$ cat src/rtl/bin_to_7seg_mux_if.sv
// Bundle between the value source and the seven-segment display driver.
// The value source holds the master modport and the display driver holds the slave modport.
interface bin_to_7seg_mux_if #(
    parameter int WIDTH = 16
);
    logic [WIDTH-1:0] bin_val;
    logic             load;
    logic             hex_mode;
    logic             blank_lz;
    logic             busy;
    logic             ovf;
    logic [6:0]       seg;
    logic [7:0]       an;
    logic             dp;

    modport master (
        output bin_val, load, hex_mode, blank_lz,
        input  busy, ovf, seg, an, dp
    );

    modport slave (
        input  bin_val, load, hex_mode, blank_lz,
        output busy, ovf, seg, an, dp
    );
endinterface

$ cat src/rtl/bin_to_7seg_mux.sv
// Binary/hex to multiplexed common-anode seven-segment driver.
// The decimal path is a sequential double-dabble conversion with a sticky overflow flag.
module bin_to_7seg_mux #(
    parameter int WIDTH       = 16,
    parameter int DIGITS      = 8,
    parameter int REFRESH_DIV = 100000
) (
    input  logic                clk,
    input  logic                rst_n,
    bin_to_7seg_mux_if.slave    bus
);
    localparam int BW = 4 * DIGITS;
    localparam int CW = $clog2(WIDTH + 1);
    localparam int RW = $clog2(REFRESH_DIV);
    localparam logic [CW-1:0] LAST_ITER = CW'(WIDTH - 1);
    localparam logic [RW-1:0] REF_LAST  = RW'(REFRESH_DIV - 1);
    localparam logic [2:0]    IDX_LAST  = 3'(DIGITS - 1);

    typedef enum logic [0:0] {IDLE = 1'b0, CONV = 1'b1} state_t;

    state_t             state_q, state_d;
    logic               busy_q, busy_d;
    logic               hex_q, hex_d;
    logic [WIDTH-1:0]   shr_q, shr_d;
    logic [BW-1:0]      work_q, work_d;
    logic               carry_q, carry_d;
    logic [CW-1:0]      cnt_q, cnt_d;
    logic [BW-1:0]      disp_q, disp_d;
    logic               ovf_q, ovf_d;
    logic [RW-1:0]      ref_q, ref_d;
    logic [2:0]         idx_q, idx_d;
    logic [6:0]         seg_q, seg_d;
    logic [7:0]         an_q, an_d;
    logic               dp_q, dp_d;

    logic [BW-1:0]       adj_s;
    logic [BW+WIDTH-1:0] ext_s;
    logic [BW-1:0]       nib_sh_s;
    logic [DIGITS-1:0]   zero_from_s;
    logic [DIGITS-1:0]   zf_sh_s;
    logic                zero_up_s;
    logic                lz_hit_s;

    function automatic logic [BW-1:0] dabble_adj(input logic [BW-1:0] w);
        logic [BW-1:0] r;
        r = w;
        for (int k = 0; k < DIGITS; k++) begin
            if (w[4*k +: 4] >= 4'd5) begin
                r[4*k +: 4] = w[4*k +: 4] + 4'd3;
            end else begin
                r[4*k +: 4] = w[4*k +: 4];
            end
        end
        return r;
    endfunction

    function automatic logic [6:0] seg_decode(input logic [3:0] n);
        logic [6:0] s;
        case (n)
            4'h0:    s = 7'b1000000;
            4'h1:    s = 7'b1111001;
            4'h2:    s = 7'b0100100;
            4'h3:    s = 7'b0110000;
            4'h4:    s = 7'b0011001;
            4'h5:    s = 7'b0010010;
            4'h6:    s = 7'b0000010;
            4'h7:    s = 7'b1111000;
            4'h8:    s = 7'b0000000;
            4'h9:    s = 7'b0010000;
            4'hA:    s = 7'b0001000;
            4'hB:    s = 7'b0000011;
            4'hC:    s = 7'b1000110;
            4'hD:    s = 7'b0100001;
            4'hE:    s = 7'b0000110;
            4'hF:    s = 7'b0001110;
            default: s = 7'b0111111;
        endcase
        return s;
    endfunction

    // Conversion FSM: capture on load, iterate double-dabble or copy hex, publish result.
    always_comb begin
        state_d = state_q;
        busy_d  = busy_q;
        hex_d   = hex_q;
        shr_d   = shr_q;
        work_d  = work_q;
        carry_d = carry_q;
        cnt_d   = cnt_q;
        disp_d  = disp_q;
        ovf_d   = ovf_q;
        adj_s   = dabble_adj(work_q);
        ext_s   = {{BW{1'b0}}, shr_q};
        case (state_q)
            IDLE: begin
                if (bus.load) begin
                    state_d = CONV;
                    busy_d  = 1'b1;
                    hex_d   = bus.hex_mode;
                    shr_d   = bus.bin_val;
                    work_d  = '0;
                    carry_d = 1'b0;
                    cnt_d   = '0;
                end else begin
                    busy_d  = 1'b0;
                end
            end
            CONV: begin
                if (hex_q) begin
                    disp_d  = ext_s[BW-1:0];
                    ovf_d   = |ext_s[BW+WIDTH-1:BW];
                    state_d = IDLE;
                    busy_d  = 1'b0;
                end else begin
                    // The top-nibble MSB shifted out is the only evidence the value exceeds the digit count.
                    work_d  = {adj_s[BW-2:0], shr_q[WIDTH-1]};
                    shr_d   = {shr_q[WIDTH-2:0], 1'b0};
                    carry_d = carry_q | adj_s[BW-1];
                    cnt_d   = cnt_q + CW'(1);
                    if (cnt_q == LAST_ITER) begin
                        disp_d  = {adj_s[BW-2:0], shr_q[WIDTH-1]};
                        ovf_d   = carry_q | adj_s[BW-1];
                        state_d = IDLE;
                        busy_d  = 1'b0;
                    end else begin
                        busy_d  = 1'b1;
                    end
                end
            end
            default: begin
                state_d = IDLE;
                busy_d  = 1'b0;
            end
        endcase
    end

    // Refresh timer and digit index, free-running regardless of conversions.
    always_comb begin
        ref_d = ref_q;
        idx_d = idx_q;
        if (ref_q == REF_LAST) begin
            ref_d = '0;
            if (idx_q == IDX_LAST) begin
                idx_d = 3'd0;
            end else begin
                idx_d = idx_q + 3'd1;
            end
        end else begin
            ref_d = ref_q + RW'(1);
        end
    end

    // Segment/anode pattern for the selected digit, including dash and blanking rules.
    always_comb begin
        zero_up_s = 1'b1;
        zero_from_s = '0;
        for (int k = DIGITS - 1; k >= 0; k--) begin
            zero_up_s = zero_up_s & (disp_q[4*k +: 4] == 4'd0);
            zero_from_s[k] = zero_up_s;
        end
        nib_sh_s = disp_q >> {idx_q, 2'b00};
        zf_sh_s  = zero_from_s >> idx_q;
        lz_hit_s = bus.blank_lz & zf_sh_s[0] & (idx_q != 3'd0);
        if (ovf_q) begin
            seg_d = 7'b0111111;
        end else if (lz_hit_s) begin
            seg_d = 7'b1111111;
        end else begin
            seg_d = seg_decode(nib_sh_s[3:0]);
        end
        an_d = ~(8'd1 << idx_q);
        dp_d = 1'b1;
    end

    // State and output registers.
    always_ff @(posedge clk or negedge rst_n) begin
        if (!rst_n) begin
            state_q <= IDLE;
            busy_q  <= 1'b0;
            hex_q   <= 1'b0;
            shr_q   <= '0;
            work_q  <= '0;
            carry_q <= 1'b0;
            cnt_q   <= '0;
            disp_q  <= '0;
            ovf_q   <= 1'b0;
            ref_q   <= '0;
            idx_q   <= 3'd0;
            seg_q   <= 7'b1000000;
            an_q    <= 8'hFE;
            dp_q    <= 1'b1;
        end else begin
            state_q <= state_d;
            busy_q  <= busy_d;
            hex_q   <= hex_d;
            shr_q   <= shr_d;
            work_q  <= work_d;
            carry_q <= carry_d;
            cnt_q   <= cnt_d;
            disp_q  <= disp_d;
            ovf_q   <= ovf_d;
            ref_q   <= ref_d;
            idx_q   <= idx_d;
            seg_q   <= seg_d;
            an_q    <= an_d;
            dp_q    <= dp_d;
        end
    end

    assign bus.busy = busy_q;
    assign bus.ovf  = ovf_q;
    assign bus.seg  = seg_q;
    assign bus.an   = an_q;
    assign bus.dp   = dp_q;
endmodule

$ cat src/flat_wrapper.sv
// flat-port wrapper written by rule: the top's interface ports become plain ports
module bin_to_7seg_mux_flat 
#(
    parameter int WIDTH       = 16,
    parameter int DIGITS      = 8,
    parameter int REFRESH_DIV = 100000
)
  (clk, rst_n, bus_bin_val, bus_load, bus_hex_mode, bus_blank_lz, bus_busy, bus_ovf, bus_seg, bus_an, bus_dp);
  bin_to_7seg_mux_if #(.WIDTH(WIDTH)) bus_i ();
  input  logic clk;
  input  logic rst_n;
  input wire logic [$bits(bus_i.bin_val)-1:0] bus_bin_val;
  input wire logic [$bits(bus_i.load)-1:0] bus_load;
  input wire logic [$bits(bus_i.hex_mode)-1:0] bus_hex_mode;
  input wire logic [$bits(bus_i.blank_lz)-1:0] bus_blank_lz;
  output wire logic [$bits(bus_i.busy)-1:0] bus_busy;
  output wire logic [$bits(bus_i.ovf)-1:0] bus_ovf;
  output wire logic [$bits(bus_i.seg)-1:0] bus_seg;
  output wire logic [$bits(bus_i.an)-1:0] bus_an;
  output wire logic [$bits(bus_i.dp)-1:0] bus_dp;
  assign bus_i.bin_val = bus_bin_val;
  assign bus_i.load = bus_load;
  assign bus_i.hex_mode = bus_hex_mode;
  assign bus_i.blank_lz = bus_blank_lz;
  assign bus_busy = bus_i.busy;
  assign bus_ovf = bus_i.ovf;
  assign bus_seg = bus_i.seg;
  assign bus_an = bus_i.an;
  assign bus_dp = bus_i.dp;
  bin_to_7seg_mux #(.WIDTH(WIDTH), .DIGITS(DIGITS), .REFRESH_DIV(REFRESH_DIV)) u_core (.clk(clk), .rst_n(rst_n), .bus(bus_i));
endmodule
$ cat config.mk
export PLATFORM = sky130hd
export DESIGN_NAME = bin_to_7seg_mux_flat
export DESIGN_NICKNAME = d
export VERILOG_FILES = /design/src/rtl/bin_to_7seg_mux_if.sv /design/src/rtl/bin_to_7seg_mux.sv /design/src/flat_wrapper.sv
export SDC_FILE = /design/constraint.sdc
export NUM_CORES = 1
export LEC_CHECK = 0
export CORE_MARGIN = 2
export CORE_UTILIZATION = 50
export DETAILED_ROUTE_END_ITERATION = 8
export PLACE_DENSITY = 0.72
export SLEW_MARGIN = 15
export SYNTH_ARGS = -nofsm -noshare
export SYNTH_HDL_FRONTEND = slang
export SYNTH_SLANG_ARGS = --single-unit
$ cat constraint.sdc
create_clock -name clk -period 3.2 [get_ports clk]
set_input_delay 0.32 -clock clk [delete_from_list [all_inputs] [get_ports clk]]
set_output_delay 0.32 -clock clk [all_outputs]
set_load 0.005 [all_outputs]
==> summary.txt, run 1 <==
Clock tree
  • Worst-path clk slew: 0.06 ns
  • H-tree levels: 4
  • CTS tree: built
  • Cts bufs inserted: 17
  • Clock Latency Late Sink: 0.42 ns
  • Clk buf depth: 2
  • Post-CTS Resized: 0
  • Root Driver: clkbuf_16
  • Clock Sinks: 124

Yosys
  • Post-synthesis cell type count: 52
  • Post-synthesis cell area: 6320 um^2
  • FF+latch count, synth: 124
  • Mapped Nets: 658
  • EDFF count, synth: 0
  • Ranking of synthesized cells by area: dfrtp_1, ha_1, o21ai_0, nand2_1, mux2i_1
  • Ys flop type: dfrtp_1
  • Asr flop ratio synth: 1.00
  • Post-synthesis cell count: 606
  • Area share of the largest cell type after synthesis: 0.460
  • Synth warn: 0
  • Seq/Total Area, Yosys: 0.493
  • Mean Syn Cell Area: 10.4 um^2
  • Synth area leader: dfrtp_1

STA
  • Maximum clock skew at final layout: 0.00829 ns
  • Slew @ Worst Pin: 0.731 ns
  • Worst Setup Slack, final: 0.508 ns
  • Worst slew margin: 0.513
  • Final setup violation count: 0
  • Max Slew Vio Count: 0
  • Tmin final: 2.69 ns
  • Setup TNS: 0 ns
  • WHS: 0.423 ns
  • Final hold vios: 0
  • Unrepaired setup endpoints after global routing: no
  • Post-route clock period utilization: 0.841
  • Max Fclk: 371 MHz

Worst setup path
  • Worst r2r src: u_core.idx_q[0]
  • Crit path launch: u_core.idx_q[0]
  • Critical Path AT: 2.95 ns
  • WS Path Type: reg -> reg
  • Reg-to-reg slack, setup: 0.51 ns
  • Crit. End Element: register
  • Type of origin of the critical path: register
  • Setup crit end: u_core.bus.seg[3]
  • FF-to-FF End: u_core.bus.seg[3]
  • Reg2reg path depth: 6
  • Required time worst endpoint: 3.46 ns
  • Crit-path max FO: 13

Pwr
  • LEAKAGE: 3.31 nW
  • Maximum vdd drop: 608 uV
  • Cell area power density: 856 nW/um^2
  • Tot Pwr: 0.00640 W

Floorplanning
  • Die Height: 116 um
  • Core area: 12,500 um^2
  • Die width: 116 um
  • Initial cell density of the core: 0.507
  • Die Area: 13,500 um^2
  • Row count: 41
  • # IOs: 39

Cells and area
  • Core Util, Final: 0.599
  • Layout cell share with drive strength beyond 1: 0.114
  • Filler Cell Count: 1,029
  • Commonest non-fill, non-tap cells in the layout: dfrtp_1, nand2_1, o21ai_0
  • Layout area overhead: 18.3%
  • Final antenna diode count: 0
  • Commonest non-fill, non-tap cell in the layout: dfrtp_1
  • Nets: 697

Routing
  • DRT Pass-1 Iters: 4
  • Avg Vias per Cell: 5.55
  • DR iter-0 viols: 317
  • DRT antenna net count: 0
  • Routed WL per cell: 15.9 um
  • # DRC: 0
  • Routed wire length: 13,200 um
  • Vias: 4,608

GRT
  • GRT Util Overall: 0.213
  • Grt ovf: 0
  • Largest net degree at the start of global routing: 57
  • Initial antenna violation count: 0
  • First-pass GRT wire length: 22,100 um
  • Vias in the first global route: 4,480

Run
  • Total of max-cap violations: 0

Hold path
  • Type of the most critical hold path: in -> reg

Placement
  • Setup WS pre-CTS: 0.504 ns
  • RD Place Congestion: 0.843
  • DP Wirelength: 9210 um
  • IO Port Bufs: 37

Outcome
  • Status: finished, final reports clean
==> metrics by stage <==
stage               instances  instance area, um^2
floorplan                 606                 6320
global placement          797                 6860
detailed placement        797                 6860
CTS                       830                 7470
global route              830                 7470
finish                    830                 7470
==> how the worst min path moves through the flow <==
stage	to	cells past startpoint	slack [ns]	from
after floorplan	u_core.bus.an[0]	0	0.02	rst_n
after global placement	u_core.ref_q[10]	1	0.41	rst_n
after detailed placement	u_core.ref_q[10]	1	0.42	rst_n
after CTS	u_core.hex_q	3	0.41	bus_hex_mode
after global routing	u_core.hex_q	3	0.42	bus_hex_mode
final	u_core.hex_q	3	0.42	bus_hex_mode
==> state kept, by name (all words and copies together) (netlist names), 3 cells and up <==
signal,count
u_core.bus.an,8
u_core.cnt_q,5
u_core.bus.seg,7
u_core.disp_q,32
u_core.work_q,32
u_core.ref_q,17
u_core.idx_q,3
u_core.shr_q,16
==> Yosys cell counts, types with 2 or more instances <==
cell type  number
o22ai_1         5
a21o_1          5
buf_2           3
mux2_2          9
o211ai_1        2
ha_1           31
mux4_2          6
dfstp_2         8
nor3b_1        12
xor2_1         12
nor4_1          8
nor2_1         20
clkbuf_1       21
o21ai_0        75
buf_1           3
or3_1           2
a211oi_1        3
inv_1          23
nor2b_1         3
o221ai_1        2
nand3_1        12
o31ai_1         4
nand2b_1       11
a31oi_1         2
mux2i_1        31
a21oi_1        25
and3_1          5
dfrtp_1       116
a32o_1          8
and4_1          2
a22o_1         11
xnor2_1        15
nor4bb_1        3
nand2_1        84
nor3_1          4
nand4_1         3
mux4_1          2
==> timing repair <==
action,in CTS,in global routing
hold buffers,1,0
setup buffers,0,0
endpoints found under the hold margin,53,0
==> routing by layer <==
metal  global-route usage  vias up  share of wire
met2                0.336       91           0.47
met3               0.0576       15          0.038
met5                    0        -              0
met4               0.0746        0          0.014
met1                0.287     2272           0.48
li1                     -     2230              -
==> where the power goes <==
part           switching, W  leakage [nW]  internal [W]  total, W
logic               0.00126          1.40      0.000912   0.00217
clock network      0.000690         0.284       0.00122   0.00191
registers          0.000360          1.63       0.00196   0.00232
==> cells by family after synthesis <==
logic type	Yosys count	share of synthesized area
buffers and inverters	53	0.0339
multiplexers	50	0.101
flip-flops	124	0.493
AO/OA/AOI/OAI	148	0.142
other	1	0.000594
XOR/XNOR	27	0.0374
AND/OR/NAND/NOR	172	0.131
adder cells (fa/ha/maj)	31	0.0614
==> worst max-delay path, stage by stage, from the launching register on <==
cell      delay [ns]
dfrtp_1         0.72
mux4_1          0.64
mux2i_1         0.42
inv_1           0.17
ha_1            0.27
a211oi_1        0.21
o21ai_0         0.11
==> final cells by class <==
cell class,instances,area (um^2),share of cell area
flip-flops and latches,124,3110,0.417
multi-input cells,429,3000,0.401
clock buffers,22,484,0.0648
repair buffers,49,460,0.0616
well taps,172,215,0.0288
clock inverters,10,114,0.0152
inverters,24,90.1,0.0121
(Power assumes the default switching activity.)
==> run 2, diff against run 1 <==
==> constraint.sdc (replaced) <==
create_clock -name clk -period 2.5 [get_ports clk]
set_input_delay 0.25 -clock clk [delete_from_list [all_inputs] [get_ports clk]]
set_output_delay 0.25 -clock clk [all_outputs]
set_load 0.005 [all_outputs]
==> run 2 against run 1 <==
Cell count is 0.84% higher. Sequential cell count stayed put. Worst setup slack worse by 0.25 ns. Worst hold slack worse by 0.051 ns. Clock power is 24% higher. Maximum frequency is 20% higher. Die area stayed put. Clock skew is 0.0028 ns higher. Critical path depth is 1 higher. Design area is 0.84% higher. Wire length is 1.4% higher.
==> summary.txt, run 2 (synthesized netlist as in run 1, its figures left out) <==
Floorplanning
  • Row count: 41 (unchanged)
  • # IOs: 39 (unchanged)
  • Die width: 116 um (unchanged)
  • Die Height: 116 um (unchanged)
  • Die Area: 13,500 um^2 (unchanged)
  • Core area: 12,500 um^2 (unchanged)
  • Initial cell density of the core: 0.507 (unchanged)

Pwr
  • P_int: 0.00523 W (+28%)
  • Sw frac: 0.363 (+0.00217)
  • LEAKAGE: 3.36 nW (+1.3%)
  • Sw Pwr: 0.00298 W (+29%)
  • Combinational power share: 0.353 (+0.014)
  • Seq pwr share: 0.359 (-0.003)
  • Maximum vdd drop: 748 uV (+23%)
  • Clk pwr share: 0.288 (-0.011)
  • Cell area power density: 1090 nW/um^2 (+27%)
  • Tot Pwr: 0.00821 W (+28%)

Worst setup path
  • WS Path Type: reg -> reg
  • Required time worst endpoint: 2.75 ns (-0.71 ns)
  • Crit-path max FO: 14 (+1)
  • Buf/Inv on CP: 1 (unchanged)
  • CP top delay family: multiplexers
  • Critical Path AT: 2.49 ns (-0.46 ns)
  • Type of origin of the critical path: register
  • Crit path cell chain: mux4_2 -> mux2_2 -> inv_1 -> ha_1 -> nor2_1 -> a211oi_1 -> o21ai_0
  • Reg-to-reg slack, setup: 0.26 ns (-0.25 ns)
  • Critical Path Max Stage Delay: 0.63 ns (-0.09 ns)
  • Critical-path top delay cell: dfrtp_1
  • Crit. End Element: register

Cells and area
  • Area of the multi-input gates: 3000 um^2 (unchanged)
  • Layout area overhead: 19.3%
  • Filler Cell Count: 1,002 (-2.6%)
  • Final antenna diode count: 0 (unchanged)
  • Commonest non-fill, non-tap cell in the layout: dfrtp_1
  • Nets: 704 (+1.0%)
  • Largest regs: u_core.disp_q: 32 flops, u_core.work_q: 32 flops, u_core.ref_q: 17 flops
  • Storage element area: 3110 um^2 (about the same)
  • Fin cells: 837 (+0.84%)
  • Layout cell share with drive strength beyond 1: 0.123 (+0.00933)
  • Commonest non-fill, non-tap cells in the layout: dfrtp_1, nand2_1, o21ai_0

Clock tree
  • Clock Sinks: 124 (unchanged)
  • # Post-CTS Setup Buffers: 0 (unchanged)
  • Worst-path clk slew: 0.06 ns (about the same)
  • Cts bufs inserted: 17 (unchanged)
  • H-tree levels: 4 (unchanged)
  • Clk buf depth: 2 (unchanged)
  • Clock Latency Late Sink: 0.42 ns (about the same)
  • Root Driver: clkbuf_16
  • CTS tree: built

STA
  • Final hold vios: 0 (unchanged)
  • Setup TNS: 0 ns (unchanged)
  • Max Slew Vio Count: 0 (unchanged)
  • Slew @ Worst Pin: 0.676 ns (-0.0554 ns)
  • Tmin final: 2.24 ns (-0.450 ns)
  • Max Fclk: 446 MHz (+20%)
  • Final setup violation count: 0 (unchanged)
  • WHS: 0.372 ns (-0.0512 ns)
  • Post-route clock period utilization: 0.897 (+0.0555)
  • Maximum clock skew at final layout: 0.0111 ns (+0.00277 ns)
  • Unrepaired setup endpoints after global routing: no
  • Worst slew margin: 0.550 (+0.0370)

Placement
  • IO Port Bufs: 37 (unchanged)
  • Placed cells: 804 (+0.88%)
  • DP Wirelength: 9390 um (+1.9%)
  • RD Place Congestion: 0.845 (+0.28%)

Routing
  • Vias: 4,639 (+0.67%)
  • Routed wire length: 13,400 um (+1.4%)
  • DRT Pass-1 Iters: 5 (+1)
  • DRT antenna net count: 0 (unchanged)
  • Routed WL per cell: 16.0 um (+0.51%)
  • # DRC: 0 (unchanged)
  • DR iter-0 viols: 289 (-8.8%)
  • Avg Vias per Cell: 5.54 (-0.17%)

GRT
  • First-pass GRT wire length: 22,400 um (+1.4%)
  • Grt ovf: 0 (unchanged)
  • Vias in the first global route: 4,601 (+2.7%)
  • Initial antenna violation count: 0 (unchanged)
  • GRT Util Overall: 0.214 (+0.000654)
  • Largest net degree at the start of global routing: 54 (-5.3%)

Run
  • Total of max-cap violations: 0 (unchanged)

Outcome
  • Status: finished, final reports clean

Hold path
  • Type of the most critical hold path: in -> reg
run 2: path summary, 6_finish.rpt:
| path | from | endpoint | cells after the start |
|---|---|---|---|
| min in group asynchronous | rst_n | u_core.ref_q[11] | 2 |
| max reg2reg | u_core.idx_q[1] | u_core.bus.seg[3] | 7 |
| min | bus_hex_mode | u_core.hex_q | 3 |
| max in group asynchronous | rst_n | u_core.work_q[6] | 3 |
| min reg2reg | u_core.carry_q | u_core.carry_q | 1 |
| max | u_core.idx_q[1] | u_core.bus.seg[3] | 7 |
run 2: per-stage QoR:
step	util	worst slack, ns	area [um^2]
6_report	0.604	0.258	7530
5_1_grt	0.604	0.0985	7530
4_1_cts	0.604	0.205	7530
3_5_place_dp	0.558	0.215	6950
3_3_place_gp	0.558	0.277	6950
2_1_floorplan	-	0.252	6320
run 2: area by class of cell:
cell class                      instances  area share
Timing Repair Buffer                   56      0.0731
Tap cell                              172      0.0286
Clock inverter                         12      0.0163
Inverter                               24      0.0120
Clock buffer                           20      0.0593
Sequential cell                       124       0.413
Multi-Input combinational cell        429       0.398
run 2: metal layers:
layer | track usage | wire length (um) | share of wire
met5 | 0 | 0 | 0
met4 | 0.0738 | 189 | 0.014
met3 | 0.0607 | 562 | 0.042
met2 | 0.334 | 6340 | 0.47
met1 | 0.288 | 6290 | 0.47
run 2: worst register-to-register path, cell delays in order (launching register included):
cell,delay [ns]
dfrtp_1,0.63
mux4_2,0.38
mux2_2,0.34
inv_1,0.13
ha_1,0.17
nor2_1,0.05
a211oi_1,0.24
o21ai_0,0.13
run 2: timing repair:
action / in CTS / in global routing
setup endpoints to repair: 0 / 1
endpoints found under the hold margin: 42 / 0
resized for setup: 0 / 1
hold buffers: 1 / 0
run 2: power by group through the flow:
stage               sequential [W]  clock (W)  combinational [W]
floorplan                  0.00283          0            0.00201
global placement           0.00294          0            0.00275
detailed placement         0.00297          0            0.00287
CTS                        0.00294    0.00241            0.00290
global route               0.00301    0.00250            0.00322
finish                     0.00295    0.00237            0.00290
==> run 3, diff against run 2 <==
--- a/config.mk
+++ b/config.mk
@@ -8,6 +8,7 @@
 export CORE_MARGIN = 2
 export CORE_UTILIZATION = 50
 export DETAILED_ROUTE_END_ITERATION = 8
+export MAX_ROUTING_LAYER = met4
 export PLACE_DENSITY = 0.72
 export SLEW_MARGIN = 15
 export SYNTH_ARGS = -nofsm -noshare
==> run 3 against run 2 <==
Non-clock buffer count did not move. Count of clock-buffer cells in the layout unchanged. Critical path depth did not move. Wire length shrank 0.28%. Critical path type unchanged. Critical endpoint unchanged.
==> summary.txt, run 3 (synthesized netlist as in run 1, its figures left out) <==
Placement
  • DP Wirelength: 9390 um (unchanged)
  • RD Place Congestion: 0.858 (+1.6%)
  • IO Port Bufs: 37 (unchanged)

Worst setup path
  • Type of origin of the critical path: register
  • WS Path Type: reg -> reg
  • Crit path cell chain: mux4_2 -> mux2_2 -> inv_1 -> ha_1 -> nor2_1 -> a211oi_1 -> o21ai_0
  • Critical Path Max Stage Delay: 0.63 ns (about the same)
  • Crit. End Element: register
  • Critical-path top delay cell: dfrtp_1
  • Crit-path max FO: 14 (unchanged)
  • Critical Path AT: 2.49 ns (about the same)
  • Required time worst endpoint: 2.75 ns (about the same)

Cells and area
  • Area of the multi-input gates: 3000 um^2 (unchanged)
  • Commonest non-fill, non-tap cell in the layout: dfrtp_1
  • Commonest non-fill, non-tap cells in the layout: dfrtp_1, nand2_1, o21ai_0
  • Nets: 704 (unchanged)
  • Final antenna diode count: 0 (unchanged)
  • Filler Cell Count: 1,002 (unchanged)
  • Layout cell share with drive strength beyond 1: 0.123 (unchanged)
  • Largest regs: u_core.disp_q: 32 flops, u_core.work_q: 32 flops, u_core.ref_q: 17 flops
  • Layout area overhead: 19.3% (unchanged)
  • Storage element area: 3110 um^2 (unchanged)

Clock tree
  • Root Driver: clkbuf_16
  • # Post-CTS Setup Buffers: 0 (unchanged)
  • Clock Latency Late Sink: 0.42 ns (about the same)
  • Worst-path clk slew: 0.06 ns (about the same)
  • Cts bufs inserted: 17 (unchanged)
  • CTS tree: built
  • Clock Sinks: 124 (unchanged)
  • H-tree levels: 4 (unchanged)
  • Clk buf depth: 2 (unchanged)

Routing
  • DR iter-0 viols: 281 (-2.8%)
  • DRT Pass-1 Iters: 4 (-1)
  • Avg Vias per Cell: 5.55 (about the same)
  • # DRC: 0 (unchanged)
  • Routed WL per cell: 15.9 um (-0.28%)
  • Vias: 4,643 (+0.086%)
  • DRT antenna net count: 0 (unchanged)
  • Routed wire length: 13,300 um (-0.28%)

GRT
  • Grt ovf: 0 (unchanged)
  • First-pass GRT wire length: 22,400 um (unchanged)
  • Largest net degree at the start of global routing: 54 (unchanged)
  • GRT Util Overall: 0.221 (+0.00675)
  • Vias in the first global route: 4,602 (+0.022%)
  • Initial antenna violation count: 0 (unchanged)

Pwr
  • Tot Pwr: 0.00820 W (-0.12%)
  • Maximum vdd drop: 745 uV (-0.44%)
  • Cell area power density: 1090 nW/um^2 (-0.12%)
  • P_int: 0.00523 W (about the same)
  • Seq pwr share: 0.359 (about the same)
  • LEAKAGE: 3.36 nW (unchanged)
  • Combinational power share: 0.352 (about the same)
  • Clk pwr share: 0.289 (about the same)
  • Sw Pwr: 0.00297 W (-0.30%)
  • Sw frac: 0.362 (-0.000662)

STA
  • Final hold vios: 0 (unchanged)
  • Tmin final: 2.24 ns (-0.00491 ns)
  • Setup TNS: 0 ns (unchanged)
  • Unrepaired setup endpoints after global routing: no
  • Slew @ Worst Pin: 0.680 ns (+0.00430 ns)
  • Post-route clock period utilization: 0.895 (-0.00196)
  • Max Fclk: 447 MHz (+0.22%)
  • Maximum clock skew at final layout: 0.0121 ns (+0.00103 ns)
  • Final setup violation count: 0 (unchanged)
  • Worst slew margin: 0.547 (-0.00287)
  • Max Slew Vio Count: 0 (unchanged)

Floorplanning
  • Die Area: 13,500 um^2 (unchanged)
  • Initial cell density of the core: 0.507 (unchanged)
  • Row count: 41 (unchanged)
  • # IOs: 39 (unchanged)
  • Die width: 116 um (unchanged)
  • Die Height: 116 um (unchanged)
  • Core area: 12,500 um^2 (unchanged)

Run
  • Total of max-cap violations: 0 (unchanged)

Outcome
  • Status: finished, final reports clean

Hold path
  • Type of the most critical hold path: in -> reg
-- run 3: cell counts in the layout (fill, tap and decap cells not counted) --
Identical to the previous run, type by type.
-- run 3: layout make-up --
| cell class | instances | share of cell area |
|---|---|---|
| clock buffers | 20 | 0.0593 |
| flip-flops and latches | 124 | 0.413 |
| inverters | 24 | 0.0120 |
| multi-input cells | 429 | 0.398 |
| clock inverters | 12 | 0.0163 |
| repair buffers | 56 | 0.0731 |
| well taps | 172 | 0.0286 |
-- run 3: stage by stage --
stage                     std cells  hold WS, ns  setup slack [ns]  area (um^2)   util
after floorplan                 606      -0.0456             0.252         6320      -
after global placement          804        0.332             0.277         6950  0.558
after detailed placement        804        0.338             0.215         6950  0.558
after CTS                       837        0.355             0.205         7530  0.604
after global routing            837        0.374            0.0985         7530  0.604
final                           837        0.369             0.263         7530  0.604
-- run 3: power by group through the flow --
stage	registers [W]	clock network, W	logic (W)
after floorplan	0.00283	0	0.00201
after global placement	0.00294	0	0.00275
after detailed placement	0.00297	0	0.00287
after CTS	0.00294	0.00241	0.00290
after global routing	0.00301	0.00250	0.00322
final	0.00294	0.00237	0.00289
-- run 3: per-layer routing --
metal	track usage	share of wire	up-vias
met1	0.290	0.47	2287
met2	0.333	0.47	98
met5	-	0	-
li1	-	-	2240
met3	0.0607	0.046	18
met4	0.0738	0.014	0
-- run 3: final timing paths --
kind                                  from                end  slack [ns]  cells after the start
setup / recovery           u_core.idx_q[1]  u_core.bus.seg[3]        0.26                      7
min in group asynchronous            rst_n   u_core.ref_q[11]        0.41                      2
setup reg to reg           u_core.idx_q[1]  u_core.bus.seg[3]        0.26                      7
max in group asynchronous            rst_n   u_core.work_q[6]        1.44                      3
hold reg to reg             u_core.carry_q     u_core.carry_q        0.49                      1
hold / removal                bus_hex_mode       u_core.hex_q        0.37                      3
-- run 3: repair_timing --
action | in CTS | in global routing
resized for setup | 0 | 1
hold endpoints to repair | 42 | 0
hold buffers | 1 | 0
endpoints found under the setup margin | 0 | 1
-- run 3: critical path, delay by kind of cell (launching register included) --
kind / cells / cell delay (ns)
AO/OA/AOI/OAI: 2 / 0.37
flip-flops: 1 / 0.63
AND/OR/NAND/NOR: 1 / 0.05
multiplexers: 2 / 0.71
adder cells (fa/ha/maj): 1 / 0.17
buffers and inverters: 1 / 0.13
==> RTL change 1, RTL diff (flow settings as in run 3) <==
`WIDTH` is set to 16 in 3 places; all go to 64.
--- a/src/rtl/bin_to_7seg_mux_if.sv
+++ b/src/rtl/bin_to_7seg_mux_if.sv
@@ -1,7 +1,7 @@
 // Bundle between the value source and the seven-segment display driver.
 // The value source holds the master modport and the display driver holds the slave modport.
 interface bin_to_7seg_mux_if #(
-    parameter int WIDTH = 16
+    parameter int WIDTH = 64
 );
     logic [WIDTH-1:0] bin_val;
     logic             load;
--- a/src/rtl/bin_to_7seg_mux.sv
+++ b/src/rtl/bin_to_7seg_mux.sv
@@ -1,7 +1,7 @@
 // Binary/hex to multiplexed common-anode seven-segment driver.
 // The decimal path is a sequential double-dabble conversion with a sticky overflow flag.
 module bin_to_7seg_mux #(
-    parameter int WIDTH       = 16,
+    parameter int WIDTH       = 64,
     parameter int DIGITS      = 8,
     parameter int REFRESH_DIV = 100000
 ) (
--- a/src/flat_wrapper.sv
+++ b/src/flat_wrapper.sv
@@ -1,7 +1,7 @@
 // flat-port wrapper written by rule: the top's interface ports become plain ports
 module bin_to_7seg_mux_flat 
 #(
-    parameter int WIDTH       = 16,
+    parameter int WIDTH       = 64,
     parameter int DIGITS      = 8,
     parameter int REFRESH_DIV = 100000
 )
Ports: changed (resized bus_bin_val); port bits go from 39 to 87. No check against the original RTL was run, so the function may have changed too.
==> RTL change 1 against run 3 <==
- via count is 37% higher
- clock skew is 0.0033 ns lower
- worst hold slack worse by 0.033 ns
- power is 44% higher
- count of clock-buffer cells in the layout is 4 higher
- die area is 38% higher
- design area is 39% higher
- setup slack worse by 0.077 ns
- routed wire length is 36% higher
- area after synthesis is 39% higher
- sequential cell count is 50 higher
- critical path type unchanged
- largest power group unchanged
- highest routed layer unchanged
==> RTL change 1: results (changes against run 3) <==
* Status: finished, final reports clean (unchanged)
* Hold WC Path Type: primary input to asynchronous set/reset pin (was primary input to flip-flop)
* Unique masters post-synth at 48 (was 52)
* Routed wl met2 at 8.49 mm (was 6.32 mm)
* Multi-input gates at 621 (was 429)
* GPL Wtd Cong at 0.833 (was 0.858)
* Metal-1 WL at 8.75 mm (was 6.23 mm)
* Dpl cells at 1,145 (was 804)
* CP max stage delay at 0.59 ns (was 0.63 ns)
* Iteration-0 DRC count of the detailed router at 338 (was 281)
* Most frequent cells after synthesis: dfrtp_1 (166), nand2_1 (147), o21ai_0 (139), mux2i_1 (75), a21oi_1 (34) (was dfrtp_1 (116), nand2_1 (84), o21ai_0 (75), ha_1 (31), mux2i_1 (31))
* Layout cells sized above 1 at 9.55% (was 12.3%)
* Fraction of area in non-clock buffers at 10.1% (was 7.31%)
* Fillers at 1,429 (was 1,002)
* Sequential share of the synthesized area at 49.7% (was 49.3%)
* Layout Cells excl Fill at 1,178 (was 837)
* Drt first pass iters at 5 (was 4)
* # nets final at 1,039 (was 704)
* Count of non-CTS buffers in the layout at 103 (was 56)
* Static Leak at 0.00457 µW (was 0.00336 µW)
* Met1 GRT Util at 30.2% (was 29.0%)
* Cell at the slowest stage of the critical path: mux4_1 (was dfrtp_1)
* CP max FO at 7 (was 14)
* Largest registers: u_core.shr_q x64, u_core.disp_q x32, u_core.work_q x32 (was u_core.disp_q x32, u_core.work_q x32, u_core.ref_q x17)
* Number of non-clock inverters at 23 (was 24)
* Crit Reg-Reg Startpoint: u_core.idx_q[0] (was u_core.idx_q[1])
* Register Area at 4370 µm² (was 3110 µm²)
* IO Port Bufs at 85 (was 37)
* Synth area leaders: dfrtp_1 (47%), mux2i_1 (8.5%), o21ai_0 (7.9%) (was dfrtp_1 (46%), ha_1 (6.1%), o21ai_0 (5.9%))
* Worst-margin pin slew at 0.647 ns (was 0.680 ns)
* Multi-input gate share of total cell area at 39.5% (was 39.8%)
* # clk buffers at 24 (was 20)
* Setup slack, reg-to-reg at 0.19 ns (was 0.26 ns)
* Seq cells at 174 (was 124)
* Syn Inst Count at 865 (was 606)
* Routed wl met3 at 671 µm (was 607 µm)
* Drt wl/cell at 15.4 µm (was 15.9 µm)
* Routing usage on met2 at 32.4% (was 33.3%)
* HPWL after detailed placement at 12.6 mm (was 9.39 mm)
* Largest net degree at the start of global routing at 62 (was 54)
* First-pass GRT wire length at 30.8 mm (was 22.4 mm)
* Synth Net Count at 964 (was 658)
* Worst hold slack at 0.336 ns (was 0.369 ns)
* Met3 global-route usage at 3.96% (was 6.07%)
* GR Util All Layers at 21.8% (was 22.1%)
* Clk_skew at 0.00881 ns (was 0.0121 ns)
## RTL change 1: cell count changes after synthesis, sizes merged, moves of 12 or more
cell	delta
dfrtp	+50
mux2	+16
mux2i	+44
nand2	+62
buf	+12
o21ai	+64
## RTL change 1: logic make-up (layout without fill, tap and decap cells)
logic type / Yosys count / after routing / share of synthesized area, %
XOR/XNOR: 23 / 23 / 2.29
flip-flops: 174 / 174 / 49.7
adder cells (fa/ha/maj): 30 / 30 / 4.27
multiplexers: 110 / 110 / 14.4
AND/OR/NAND/NOR: 253 / 253 / 13.4
buffers and inverters: 70 / 158 / 3.26
AO/OA/AOI/OAI: 204 / 204 / 12.7
other: 1 / 1 / 0.0427
## RTL change 1: worst max path at each step
stage | from | endpoint | slack (ns) | cells past startpoint
after detailed placement | u_core.idx_q[0] | u_core.bus.seg[3] | 0.16 | 7
after floorplan | u_core.idx_q[0] | u_core.bus.seg[3] | 0.27 | 7
after CTS | u_core.idx_q[0] | u_core.bus.seg[3] | 0.13 | 7
after global routing | u_core.idx_q[0] | u_core.bus.seg[3] | 0.08 | 7
final | u_core.idx_q[0] | u_core.bus.seg[3] | 0.19 | 7
after global placement | u_core.idx_q[0] | u_core.bus.seg[3] | 0.27 | 7
## RTL change 1: what timing repair did
item	in CTS	in global routing
hold buffers	1	0
setup endpoints to repair	0	1
gates resized for setup	0	1
hold endpoints to repair	41	0
## RTL change 1: through the flow
stage	setup WS (ns)	utilization [%]	total power, µW	instance area, µm²
after floorplan	0.272	-	7800	8780
after global placement	0.267	57.7	9170	9940
after detailed placement	0.161	57.7	9320	9940
after CTS	0.134	60.9	11900	10500
after global routing	0.0805	61.0	12700	10500
final	0.186	61.0	11800	10500
## RTL change 1: where the power goes
part / internal [µW] / switching (µW)
combinational: 2090 / 2480
sequential: 3790 / 899
clock: 1430 / 1090
==> RTL change 2, RTL diff (config.mk and constraints of run 3) <==
Made on the original files. Make the reset (`rst_n`) synchronous in one clocked block.
--- a/src/rtl/bin_to_7seg_mux.sv
+++ b/src/rtl/bin_to_7seg_mux.sv
@@ -173,7 +173,7 @@
     end
 
     // State and output registers.
-    always_ff @(posedge clk or negedge rst_n) begin
+    always_ff @(posedge clk) begin
         if (!rst_n) begin
             state_q <= IDLE;
             busy_q  <= 1'b0;
Function: differs if rst_n is asserted again (counterexample within 4 cycles, from zero or initial values and one cycle with rst_n low); with rst_n held inactive, the same outputs for 10 cycles.
==> RTL change 2 against run 3 <==
- setup slack worse by 0.069 ns
- worst hold slack better by 0.049 ns
- routed wire length is 14% higher
- area after synthesis is 2.4% lower
- non-clock buffer count is 1 higher
- sequential cell count stayed put
- design area is 2.5% lower
- highest routed layer unchanged
Power is not compared: it rests on default switching activity, and its combinational part moved more than twofold at a synthesized area within 25%.
==> RTL change 2: results (changes against run 3) <==
* Layout Cells excl Fill at 914 (was 837)
* GR Util All Layers at 24.2% (was 22.1%)
* Sequential share of the synthesized area at 40.3% (was 49.3%)
* Root Buffer: clkbuf_16 (unchanged)
* CP max FO at 5 (was 14)
* Clock transition at the registers of the reported paths at 0.06 ns (about the same)
* Vias per cell at 5.85 (was 5.55)
* Asr flop ratio synth at 0% (was 100%)
* Clk_skew at 0.00576 ns (was 0.0121 ns)
* GPL Wtd Cong at 0.919 (was 0.858)
* Status: finished, final reports clean (unchanged)
* CP arrival at 2.60 ns (was 2.49 ns)
* # nets final at 806 (was 704)
* Drt first pass iters at 5 (was 4)
* Static Leak at about 0.0027 µW
* Final WL at 15.2 mm (was 13.3 mm)
* Synth Net Count at 772 (was 658)
* Vias in the first global route at 5,116 (was 4,602)
* Fillers at 1,054 (was 1,002)
* Synth area leaders: dfxtp_1 (40%), nor2_1 (7.0%), ha_1 (6.3%) (was dfrtp_1 (46%), ha_1 (6.1%), o21ai_0 (5.9%))
* Iteration-0 DRC count of the detailed router at 434 (was 281)
* Largest registers: u_core.disp_q x32, u_core.work_q x32, u_core.ref_q x17 (unchanged)
* Layout cells sized above 1 at 9.00% (was 12.3%)
* Peak VDD IR at around 0.43 mV
* Number of buffers created by CTS at 17 (unchanged)
* Most frequent cells after synthesis: dfxtp_1 (124), nor2_1 (115), a21oi_1 (60), nand2_1 (48), inv_1 (33) (was dfrtp_1 (116), nand2_1 (84), o21ai_0 (75), ha_1 (31), mux2i_1 (31))
* Dpl cells at 882 (was 804)
* Unique masters post-synth at 51 (was 52)
* Largest net degree at the start of global routing at 76 (was 54)
* Worst-margin pin slew at 0.829 ns (was 0.680 ns)
* HPWL after detailed placement at 10.4 mm (was 9.39 mm)
* Placed inst area at 6710 µm² (was 6950 µm²)
* Syn Inst Count at 720 (was 606)
* First-pass GRT wire length at 24.5 mm (was 22.4 mm)
[RTL change 2: changes by cell type after synthesis, moves of 35 or more]
cell     change
nor2_1      +95
o21ai_0     -49
dfrtp_1    -116
a21oi_1     +35
nand2_1     -36
dfxtp_1    +124
[RTL change 2: critical path: stages (launching register included)]
cell      delay [ns]
dfxtp_1         0.47
mux4_2          0.55
mux2i_2         0.17
inv_1           0.11
ha_1            0.24
mux2_2          0.27
a221oi_1        0.28
o21ai_0         0.10
[RTL change 2: cells by family after synthesis]
kind of cell / count (synthesis) / share of synthesized area (%)
fa+ha+maj: 31 / 6.29
mux: 37 / 7.98
simple gates: 249 / 18.5
compound gates: 173 / 17.8
buf+inv: 76 / 4.99
xor+xnor: 29 / 4.12
flops: 124 / 40.3
other cells: 1 / 0.0608
[RTL change 2: stage by stage]
stage / hold WS (ns) / utilization (%) / setup slack (ns)
2_1_floorplan: 0.386 / - / 0.0417
3_3_place_gp: 0.443 / 55.9 / 0.222
3_5_place_dp: 0.464 / 55.9 / 0.174
5_1_grt: 0.442 / 61.2 / 0.0384
4_1_cts: 0.411 / 61.2 / 0.136
6_report: 0.418 / 61.2 / 0.194
[RTL change 2: final timing paths]
| kind | start | end | slack, ns | depth (start not counted) |
|---|---|---|---|---|
| max | u_core.idx_q[1] | u_core.bus.seg[6] | 0.19 | 7 |
| min | bus_hex_mode | u_core.hex_q | 0.42 | 3 |
| max reg2reg | u_core.idx_q[1] | u_core.bus.seg[6] | 0.19 | 7 |
| min reg2reg | u_core.work_q[25] | u_core.work_q[25] | 0.47 | 2 |
[RTL change 2: final cells by class]
cell class | count | share of cell area [%]
Multi-Input combinational cell | 520 | 46.0
Sequential cell | 124 | 33.8
Timing Repair Buffer | 57 | 7.25
Clock buffer | 22 | 6.45
Tap cell | 147 | 2.50
Clock inverter | 10 | 2.21
Inverter | 34 | 1.74
[RTL change 2: power breakdown]
part	internal, µW	switching [µW]	total [µW]
Sequential	2020	45.2	2070
Combinational	122	190	312
Clock	1750	888	2630
Total	3890	1120	5010
[RTL change 2: repair_timing]
| item | CTS | global route |
|---|---|---|
| setup buffers | 0 | 0 |
| endpoints found under the setup margin | 0 | 6 |
| gates resized for setup | 0 | 1 |
[RTL change 2: routing by layer]
layer  wire length [µm]  GRT usage (%)
met1               6610           28.7
met2               7420           39.9
met3                857           5.54
met4                278           9.24
met5                  0              -
